## config.mk

```make
export PLATFORM = sky130hd
export DESIGN_NAME = l2c_cout_nch
export DESIGN_NICKNAME = d
export VERILOG_FILES = /design/src/rtl/l2c_cout_nch.sv
export SDC_FILE = /design/constraint.sdc
export NUM_CORES = 1
export LEC_CHECK = 0
export BUFFER_PORTS_ARGS = -buffer_cell sky130_fd_sc_hd__clkbuf_2
export CORE_ASPECT_RATIO = 1.75
export CORE_MARGIN = 2
export CORE_UTILIZATION = 59
export CTS_BUF_LIST = sky130_fd_sc_hd__clkbuf_2 sky130_fd_sc_hd__clkbuf_4 sky130_fd_sc_hd__clkbuf_8
export DETAILED_ROUTE_END_ITERATION = 8
export PLACE_DENSITY = 0.88
export REMOVE_ABC_BUFFERS = 1
export SETUP_SLACK_MARGIN = 0.1
export SKIP_CTS_REPAIR_TIMING = 1
export SLEW_MARGIN = 20
export SYNTH_ARGS = -nofsm -noshare
export SYNTH_HDL_FRONTEND = slang
export SYNTH_SLANG_ARGS = --single-unit
```

## constraint.sdc

```tcl
create_clock -name clk -period 8.9 [get_ports clk]
set_input_delay 0.89 -clock clk [delete_from_list [all_inputs] [get_ports clk]]
set_output_delay 0.89 -clock clk [all_outputs]
set_load 0.005 [all_outputs]
```

## src/rtl/l2c_cout_nch.sv

```systemverilog
// l2c_cout_nch: N-channel L2C response arbiter feeding a registered output FIFO.
// Round-robin or fixed-priority grant; downstream back-pressure via out_ack/full.
module l2c_cout_nch #(
  parameter int NCH    = 4,
  parameter int UID_W  = 8,
  parameter int DATA_W = 32,
  parameter int DEPTH  = 4
) (
  input  logic                  clk,
  input  logic                  rst,
  input  logic                  prio_mode,
  input  logic [NCH-1:0]        req,
  input  logic [NCH*UID_W-1:0]  req_uid,
  input  logic [NCH*DATA_W-1:0] req_data,
  output logic [NCH-1:0]        ack,
  output logic                  out_rdy,
  output logic [UID_W-1:0]      out_uid,
  output logic [DATA_W-1:0]     out_data,
  input  logic                  out_ack,
  output logic                  full
);

  localparam int PW = (NCH > 1) ? $clog2(NCH) : 1;
  localparam int AW = (DEPTH > 1) ? $clog2(DEPTH) : 1;
  localparam int CW = AW + 1;

  logic [PW-1:0]     ptr_q, ptr_d;
  logic [AW-1:0]     wr_q, wr_d;
  logic [AW-1:0]     rd_q, rd_d;
  logic [CW-1:0]     count_q, count_d;
  logic              full_q, full_d;
  logic [UID_W-1:0]  uid_mem_q [DEPTH];
  logic [UID_W-1:0]  uid_mem_d [DEPTH];
  logic [DATA_W-1:0] data_mem_q [DEPTH];
  logic [DATA_W-1:0] data_mem_d [DEPTH];

  logic          found;
  logic [PW-1:0] win;
  logic          push;
  logic          pop;

  // Search starts at ptr in round-robin mode, at channel 0 in fixed mode.
  always_comb begin
    int            idx;
    logic [PW-1:0] idx_p;
    found = 1'b0;
    win   = '0;
    for (int i = 0; i < NCH; i++) begin
      idx = prio_mode ? i : int'(ptr_q) + i;
      if (idx >= NCH) idx = idx - NCH;
      idx_p = PW'(idx);
      if (!found && req[idx_p]) begin
        found = 1'b1;
        win   = idx_p;
      end
    end
  end

  always_comb begin
    ack = '0;
    if (found && !rst && !full_q) ack = NCH'(1) << win;
  end

  assign push = |ack;
  assign pop  = out_ack && (count_q != '0);

  always_comb begin
    ptr_d      = ptr_q;
    wr_d       = wr_q;
    rd_d       = rd_q;
    uid_mem_d  = uid_mem_q;
    data_mem_d = data_mem_q;
    if (push && !prio_mode) begin
      ptr_d = (win == PW'(NCH - 1)) ? '0 : win + 1'b1;
    end
    if (push) begin
      uid_mem_d[wr_q]  = req_uid[int'(win)*UID_W +: UID_W];
      data_mem_d[wr_q] = req_data[int'(win)*DATA_W +: DATA_W];
      wr_d             = wr_q + 1'b1;
    end
    if (pop) rd_d = rd_q + 1'b1;
    count_d = count_q + CW'(push) - CW'(pop);
    full_d  = (count_d == CW'(DEPTH));
  end

  always_ff @(posedge clk) begin
    if (rst) begin
      ptr_q   <= '0;
      wr_q    <= '0;
      rd_q    <= '0;
      count_q <= '0;
      full_q  <= 1'b0;
    end else begin
      ptr_q   <= ptr_d;
      wr_q    <= wr_d;
      rd_q    <= rd_d;
      count_q <= count_d;
      full_q  <= full_d;
    end
  end

  // Storage needs no reset: count gates every read of it.
  always_ff @(posedge clk) begin
    uid_mem_q  <= uid_mem_d;
    data_mem_q <= data_mem_d;
  end

  assign out_rdy  = (count_q != '0);
  assign out_uid  = out_rdy ? uid_mem_q[rd_q] : '0;
  assign out_data = out_rdy ? data_mem_q[rd_q] : '0;
  assign full     = full_q;

endmodule

```

==> results_dict.tcl <==
set metrics [dict create \
    max_freq_mhz 226 \
    clockRootBuffer "clkbuf_8" \
    criticalPathCategory "input port to flip-flop" \
    grt_max_degree 45 \
    worst-path-buf-inv 5 \
    seqCellArea_mm2 0.00501 \
    place.detailed.hpwl_um 11000 \
    pin_count 214 \
    synth_sequential_area_ratio 0.640 \
    syn_avg_cell_area_um2 19.8 \
    insertedDiodeCount 0 \
    dominantRegCellSynth "edfxtp_1" \
    drt_iter0_drc 297 \
    mostFrequentLayoutCells "clkbuf_2, edfxtp_1, mux4_2, and2_1, clkbuf_8" \
    total_number_of_clock_tree_sinks 170 \
    coreArea_mm2 0.0129 \
    outcome "complete, no violations" \
    grt_remaining_overflow 0 \
    crit_path_max_fanout 42 \
    rsz0062_at_grt "false" \
    drv.max_cap_violation_count 0 \
    postLayoutCoreUtil 0.723 \
    detailedRoute.firstPassIterationCount 5 \
    final.setup.tns_ns 0 \
    min-delay-path-class "flip-flop to flip-flop" \
    synth_enable_flop_cells 160 \
    synth.lib_cells_used.distinct 45 \
    tritoncts "yes" \
    number_of_port_buffers 213 \
    area_growth_syn_to_layout_pct 19.6 \
    critPathTopFamily "simple AND/OR/NAND/NOR gates" \
    synth_async_sr_flop_share 0 \
    clk-insertion-delay-late_ns 0.44 \
    crit_required_ns 9.24 \
    initial_utilization 0.605 \
    cp-start-kind "input port" \
    antenna_violating_nets_post_route 0 \
    antenna_found_initial 0 \
    max_stage_delay_ns 0.58 \
    min_period_ns 4.43 \
    die_area_mm2 0.0142 \
    timing.critical_path.cells "clkbuf_2, nor4b_1, a311oi_2, or2_4, inv_4, ha_1, inv_1, o221ai_1, nor3_1, mux2_2, nor2_1, inv_1, ha_1, inv_1, ha_1, fa_1, nor4_1" \
    drc_errors 0 \
    critPathArrivalTime_ns 4.77 \
    timing.final.setup_violations 0 \
    grt_first_pass_wirelength_um 24700 \
    final_layout_size_suffix_gt1_frac 0.550 \
    fin_skew_ns 0.00839 \
    finalHoldViolCount 0 \
    die_height_um 156 \
    vias_per_cell 5.89 \
    timing.final.ws_setup_ns 4.47 \
    vdd.ir_drop.worst_uv 126 \
    clk_pin_slew_ns 0.08 \
    rows 55 \
    totalWireLength_um 15700 \
    layout_commonest_cell "clkbuf_2" \
    timing.slew.headroom 0.295 \
    yosys_warnings 0 \
    p_per_area_mw_per_mm2 242 \
    worst_hold_margin_ns 0.566 \
    routed-via-count 4647 \
    fillerInstances 823 \
    grtUsageTotal 0.231 \
    die_width_um 91.0 \
    endpoint_kind "flip-flop" \
    timing.critical_path.slowest_stage_cell "inv_4" \
    first_global_vias 4914 \
    power.leakage_nw 3.46 \
    synthCells 396 \
    min_period_over_period 0.498 \
    wire_per_inst_um 19.9 \
    synth_area_mm2 0.00782 \
    timing_worst_slew_pin_value_ns 1.06 \
    drv_slew 0 \
    final_wtd_congestion 0.876 \
    ctsHtreeMaxLevel 4 \
    max_clock_buf_depth 2 \
    multi_input_area_mm2 0.00262 \
    number_of_storage_elements_in_the_synthesis_netlist 170 \
    post-place-ws_ns 4.04 \
    tritoncts.num_buffers 17 \
    final_net_count 781 \
]
==> Yosys cell counts, types with 2 or more instances <==
master / n / area (um^2)
a21oi_1: 2 / 10.0
buf_2: 5 / 25.0
nand2_1: 2 / 7.51
mux4_2: 80 / 1800
o22ai_1: 2 / 12.5
nor3_1: 4 / 20.0
nor4_1: 2 / 12.5
dfxtp_1: 10 / 200
edfxtp_1: 160 / 4800
nor2_1: 9 / 33.8
buf_6: 9 / 101
nand2b_1: 4 / 25.0
and2_1: 41 / 257
xnor2_1: 3 / 26.3
inv_1: 9 / 33.8
buf_1: 4 / 15.0
nor2b_1: 5 / 31.3
o21ai_0: 2 / 10.0
and3_1: 5 / 31.3
clkbuf_1: 7 / 26.3
ha_1: 7 / 87.6
==> power breakdown <==
group | total [mW] | switching [mW] | leakage (nW) | internal [mW]
Combinational | 0.652 | 0.286 | 1.71 | 0.366
Sequential | 1.09 | 0.0821 | 1.55 | 1.00
Clock | 0.525 | 0.270 | 0.200 | 0.254
Total | 2.26 | 0.639 | 3.46 | 1.62
==> stage by stage <==
stage / cells / instance area, um^2 / power [mW]
after global placement: 757 / 8960 / 1.74
after floorplan: 371 / 7650 / 1.50
after CTS: 789 / 9350 / 2.29
after detailed placement: 757 / 8960 / 1.77
after global routing: 789 / 9350 / 2.38
final: 789 / 9350 / 2.26
==> cell families (layout without fill, tap and decap cells) <==
| family | count (synthesis) | after routing | synth area share |
|---|---|---|---|
| mux | 84 | 84 | 0.238 |
| simple gates | 77 | 77 | 0.0579 |
| xor+xnor | 4 | 4 | 0.00448 |
| buf+inv | 35 | 257 | 0.0266 |
| fa+ha+maj | 8 | 8 | 0.0138 |
| compound gates | 18 | 18 | 0.0197 |
| flops | 170 | 170 | 0.640 |
==> worst min-delay path, stage by stage (launching register included) <==
cell and delay (ns):
dfxtp_1 0.35, o21ai_0 0.09, a21oi_1 0.08
==> area by class of cell <==
| cell class | instances | share of cell area |
|---|---|---|
| timing repair buffer | 215 | 0.116 |
| inverter | 10 | 0.00428 |
| multi-input combinational | 191 | 0.280 |
| tap | 171 | 0.0229 |
| clock buffer | 17 | 0.0250 |
| clock inverter | 15 | 0.0171 |
| sequential | 170 | 0.536 |
==> layer usage <==
metal / vias to the layer above / GRT usage / share of wire / wire length [um]
li1: 2056 / - / - / -
met1: 2345 / 0.256 / 0.35 / 5560
met2: 213 / 0.417 / 0.56 / 8800
met3: 33 / 0.0587 / 0.058 / 911
met4: 0 / 0.103 / 0.027 / 427
met5: - / 0 / 0 / 0
==> flip-flops by register name, summed over array words and instances (netlist names) <==
signal,cells
ptr_q,2
full,1
wr_q,2
data_mem_q,128
uid_mem_q,32
rd_q,2
count_q,3
==> worst paths after layout <==
check                                from  depth (start not counted)  slack (ns)      end
worst max register to register   ptr_q[0]                         16        4.52     full
worst min-delay path              wr_q[0]                          2        0.57  wr_q[0]
worst min register to register    wr_q[0]                          2        0.57  wr_q[0]
worst max-delay path            prio_mode                         17        4.47     full
Power figures use the tool's default switching activity.
